`src/rtl/up_counter_mod.sv`:
```
// Modulo up-counter (0..MAX_COUNT) with clear, load, one-shot halt,
// registered wrap pulse and a saturating wrap-event counter.
module up_counter_mod #(
  parameter int WIDTH     = 4,
  parameter int MAX_COUNT = 15,
  parameter int WRAP_W    = 8
) (
  input  logic              clk,
  input  logic              reset,
  input  logic              en,
  input  logic              clr,
  input  logic              load,
  input  logic [WIDTH-1:0]  load_val,
  input  logic              oneshot,
  output logic [WIDTH-1:0]  count,
  output logic              tc,
  output logic              wrap_pulse,
  output logic [WRAP_W-1:0] wrap_cnt,
  output logic              halted
);

  typedef enum logic {
    RUN  = 1'b0,
    HALT = 1'b1
  } state_t;

  localparam logic [WIDTH-1:0]  MAX_C    = WIDTH'(MAX_COUNT);
  localparam logic [WRAP_W-1:0] WRAP_SAT = {WRAP_W{1'b1}};

  state_t            state_q, state_d;
  logic [WIDTH-1:0]  count_q, count_d;
  logic              wrap_pulse_q, wrap_pulse_d;
  logic [WRAP_W-1:0] wrap_cnt_q, wrap_cnt_d;
  logic              halted_q, halted_d;

  always_ff @(posedge clk or posedge reset) begin
    if (reset) begin
      state_q      <= RUN;
      count_q      <= '0;
      wrap_pulse_q <= 1'b0;
      wrap_cnt_q   <= '0;
      halted_q     <= 1'b0;
    end else begin
      state_q      <= state_d;
      count_q      <= count_d;
      wrap_pulse_q <= wrap_pulse_d;
      wrap_cnt_q   <= wrap_cnt_d;
      halted_q     <= halted_d;
    end
  end

  always_comb begin
    state_d      = state_q;
    count_d      = count_q;
    wrap_pulse_d = 1'b0;
    wrap_cnt_d   = wrap_cnt_q;
    halted_d     = halted_q;

    if (clr) begin
      state_d    = RUN;
      count_d    = '0;
      wrap_cnt_d = '0;
      halted_d   = 1'b0;
    end else if (load) begin
      // Out-of-range load values clamp so count never leaves 0..MAX_COUNT.
      count_d  = (load_val > MAX_C) ? MAX_C : load_val;
      state_d  = RUN;
      halted_d = 1'b0;
    end else if (en && (state_q == RUN)) begin
      if (count_q < MAX_C) begin
        count_d = count_q + 1'b1;
      end else if (oneshot) begin
        state_d  = HALT;
        halted_d = 1'b1;
      end else begin
        count_d      = '0;
        wrap_pulse_d = 1'b1;
        if (wrap_cnt_q != WRAP_SAT) begin
          wrap_cnt_d = wrap_cnt_q + 1'b1;
        end
      end
    end
  end

  assign count      = count_q;
  assign tc         = (count_q == MAX_C);
  assign wrap_pulse = wrap_pulse_q;
  assign wrap_cnt   = wrap_cnt_q;
  assign halted     = halted_q;

endmodule
```
`config.mk`:
```
export PLATFORM = sky130hd
export DESIGN_NAME = up_counter_mod
export DESIGN_NICKNAME = d
export VERILOG_FILES = /design/src/rtl/up_counter_mod.sv
export SDC_FILE = /design/constraint.sdc
export NUM_CORES = 1
export LEC_CHECK = 0
export BUFFER_PORTS_ARGS = -buffer_cell sky130_fd_sc_hd__buf_2
export CAP_MARGIN = 20
export CORE_MARGIN = 2
export CORE_UTILIZATION = 43
export CTS_BUF_LIST = sky130_fd_sc_hd__clkbuf_2 sky130_fd_sc_hd__clkbuf_4 sky130_fd_sc_hd__clkbuf_8
export DETAILED_ROUTE_END_ITERATION = 12
export MAX_ROUTING_LAYER = met4
export PLACE_DENSITY = 0.69
export SLEW_MARGIN = 20
export SYNTH_ARGS = -nofsm -noshare
export SYNTH_HDL_FRONTEND = slang
export SYNTH_SLANG_ARGS = --single-unit
```
`constraint.sdc`:
```
create_clock -name clk -period 4.1 [get_ports clk]
set_input_delay 0 -clock clk [delete_from_list [all_inputs] [get_ports clk]]
set_output_delay 0 -clock clk [all_outputs]
set_load 0.005 [all_outputs]
```
==> out/qor.txt <==
====================================================================================
H-tree level count                                                                 1
Count of maximum capacitance violations                                            0
Data required time of the worst path                                         4.30 ns
CP peak stage delay                                                          0.54 ns
Post-DP HPWL                                                                 1220 um
Height of the die                                                            46.6 um
Power density relative to cell area                                      265 nW/um^2
LEAKAGE                                                                     0.453 nW
Smallest setup slack after layout                                            2.17 ns
Number of warnings issued by yosys                                                 0
Final worst clock skew                                                    0.00568 ns
Class of the most critical setup path                                     reg -> reg
Syn Std Cell Area                                                          781 sq um
Post-synthesis net count                                                          93
# port buffers                                                                    24
Number of clock sinks                                                             14
Total negative slack                                                            0 ns
Final hold violation count                                                         0
Fin nets                                                                         119
Insertion delay to the later sink of the worst-skew pair                     0.27 ns
Setup-failing EPs final                                                            0
Average footprint of a synthesized cell                                   9.64 sq um
Transition time of the tightest slew-check pin                              0.565 ns
Max VDD drop                                                                  143 uV
Worst-case clock buffer depth                                                      2
Final number of max-transition violations                                          0
Initial cell density of the core                                               45.7%
Initial antenna violation count                                                    0
Normalized max-slew margin                                                     62.3%
Fraction of layout instances using a drive strength above 1                    30.5%
Setup Fix Bufs, Post-CTS                                                           0
Fillers                                                                          159
Result of the run                                                       finished clean
Kind of start point of the critical path                                        flop
Worst min-delay path category                                              in -> reg
Arrival @ worst endpoint                                                     2.14 ns
Crit end category                                                               flop
Share of synthesized area occupied by flip-flops and latches                   44.9%
Distinct cell type count of the synthesized netlist                               28
Congestion Overflow GR                                                             0
Share of the clock period used by the worst path after layout                  47.2%
Full die area                                                             2170 sq um
WL per Instance                                                              12.6 um
Standard-cell row count                                                           15
Wire length of the first global-routing pass                                 2740 um
Standard cell with the maximum stage delay on the critical path         sky130_fd_sc_hd__or4_1
Unrepaired setup endpoints after global routing                                   no
DR vias                                                                          728
Number of DRC violations after detailed routing                                    0
Router iterations before antenna repair                                            4
Synthesis-to-layout area growth                                                20.7%
Clock-pin slew on the worst setup and hold paths                             0.08 ns
IO Count                                                                          25
Number of clock buffers inserted by TritonCTS                                      3
Root buffer cell                                                        sky130_fd_sc_hd__clkbuf_4
Largest net degree at the start of global routing                                 17
Synth Instances                                                                   81
Floorplan die width                                                          46.6 um
Number of vias per cell after detailed routing                                  5.60
DRT iter0 DRCs                                                                     6
Minimum setup slack among reg-to-reg paths                                   2.17 ns
Most common cell after layout, fill and taps aside                      sky130_fd_sc_hd__buf_2
Total GRT Usage                                                                18.1%
Worst-path maximum fanout                                                         14
Maximum frequency from static timing analysis                                517 MHz
Remaining antenna violation count after routing                                    0
Core ar.                                                                  1710 sq um
Cells resized by post-CTS repair                                                   0
Crit path time final                                                         1.93 ns
Post-Place Worst Slack                                                       2.19 ns
Crit path cell chain                                                    ha_1 > and3_2 > o211ai_2 > or4_1 > a21oi_1
Number of diodes                                                                   0
Routed WL                                                                    1640 um
Clock tree from TritonCTS                                                       done
Synthesized flop and latch total                                                  14
Number of global-route vias before repair                                        658
Final Wtd Congestion                                                           0.811
Most frequent cells in the layout                                       sky130_fd_sc_hd__buf_2 (24), sky130_fd_sc_hd__dfrtp_1 (14), sky130_fd_sc_hd__a21oi_1 (8)
Number of buffers inserted for hold repair after clock tree synthesis              1
====================================================================================
[power by group]
group / switching [mW] / internal [mW] / leakage [nW]
Combinational: 0.0158 / 0.0128 / 0.247
Sequential: 0.00488 / 0.141 / 0.192
Clock: 0.0406 / 0.0339 / 0.0138
[layer usage]
metal / part of all wire [%] / GRT usage [%] / up-vias
met1: 47 / 23.6 / 345
li1: - / - / 355
met2: 48 / 26.7 / 26
met5: 0 / - / -
met3: 4.7 / 3.53 / 2
met4: 0.73 / 8.89 / 0
[cells by family (layout without fill, tap and decap cells)]
kind of cell | count (synthesis) | after routing | synth area share [%]
muxes | 2 | 2 | 2.56
adders and majority gates | 2 | 2 | 3.20
xor gates and xnor gates | 1 | 1 | 1.12
buffers and inverters | 7 | 31 | 4.33
DFF | 14 | 14 | 44.9
AOI/OAI and AO/OA | 24 | 24 | 20.8
and+or+nand+nor | 31 | 31 | 23.1
[worst max-delay path: cells and delay by family, from the launching register on]
family                     cells  cell delay, ns
and+or+nand+nor                2            0.78
adders and majority gates      1            0.26
AOI/OAI and AO/OA              2            0.40
DFF                            1            0.43
[synth_stat cells]
cell type | number | area, sq um
sky130_fd_sc_hd__dfrtp_1 | 14 | 350
sky130_fd_sc_hd__a21oi_1 | 8 | 40.0
sky130_fd_sc_hd__nand2_1 | 7 | 26.3
sky130_fd_sc_hd__o31ai_1 | 6 | 45.0
sky130_fd_sc_hd__nand3_1 | 5 | 25.0
sky130_fd_sc_hd__nor2_1 | 5 | 18.8
sky130_fd_sc_hd__o21ai_0 | 4 | 20.0
sky130_fd_sc_hd__clkbuf_1 | 3 | 11.3
sky130_fd_sc_hd__inv_1 | 3 | 11.3
sky130_fd_sc_hd__or4_1 | 3 | 22.5
sky130_fd_sc_hd__ha_1 | 2 | 25.0
sky130_fd_sc_hd__mux2i_1 | 2 | 20.0
sky130_fd_sc_hd__nand4_1 | 2 | 12.5
sky130_fd_sc_hd__nor3_1 | 2 | 10.0
sky130_fd_sc_hd__or3_1 | 2 | 12.5
sky130_fd_sc_hd__a211oi_1 | 1 | 7.51
sky130_fd_sc_hd__a21o_1 | 1 | 7.51
sky130_fd_sc_hd__a311oi_2 | 1 | 15.0
sky130_fd_sc_hd__a31oi_1 | 1 | 6.26
sky130_fd_sc_hd__and3_2 | 1 | 7.51
sky130_fd_sc_hd__buf_6 | 1 | 11.3
sky130_fd_sc_hd__nor2b_1 | 1 | 6.26
sky130_fd_sc_hd__nor3b_1 | 1 | 7.51
sky130_fd_sc_hd__nor4b_4 | 1 | 23.8
sky130_fd_sc_hd__o211ai_2 | 1 | 12.5
sky130_fd_sc_hd__o41ai_1 | 1 | 8.76
sky130_fd_sc_hd__or3_2 | 1 | 7.51
sky130_fd_sc_hd__xor2_1 | 1 | 8.76
[final cells by class]
cell class,instances,area (sq um),area share [%]
Tap cell,25,31.3,3.32
Timing Repair Buffer,25,130,13.8
Inverter,3,11.3,1.20
Sequential cell,14,350,37.2
Clock buffer,3,22.5,2.39
Multi-Input combinational cell,60,397,42.1
[path summary, 6_finish.rpt]
check                       startpoint     endpoint  cells past startpoint
hold reg to reg            wrap_cnt[7]  wrap_cnt[7]                      2
setup reg to reg              count[0]  wrap_cnt[5]                      5
hold / removal                 oneshot   wrap_pulse                      4
setup / recovery              count[0]  wrap_cnt[5]                      5
min in group asynchronous        reset  wrap_cnt[0]                      3
max in group asynchronous        reset  wrap_cnt[7]                      3
[per-stage QoR]
stage	util, %	power, mW	hold slack, ns	instance area [sq um]	std cells
floorplan	-	0.165	-0.111	781	81
detailed placement	53.3	0.177	0.0756	910	126
finish	55.2	0.249	0.0477	942	130
CTS	55.2	0.252	0.0356	942	130
global placement	53.3	0.177	0.0721	910	126
global route	55.2	0.265	0.0442	942	130
[state kept, by name (all words and copies together) (netlist names)]
signal	cells
wrap_cnt	8
wrap_pulse	1
count	4
halted	1
Power figures use the tool's default switching activity.
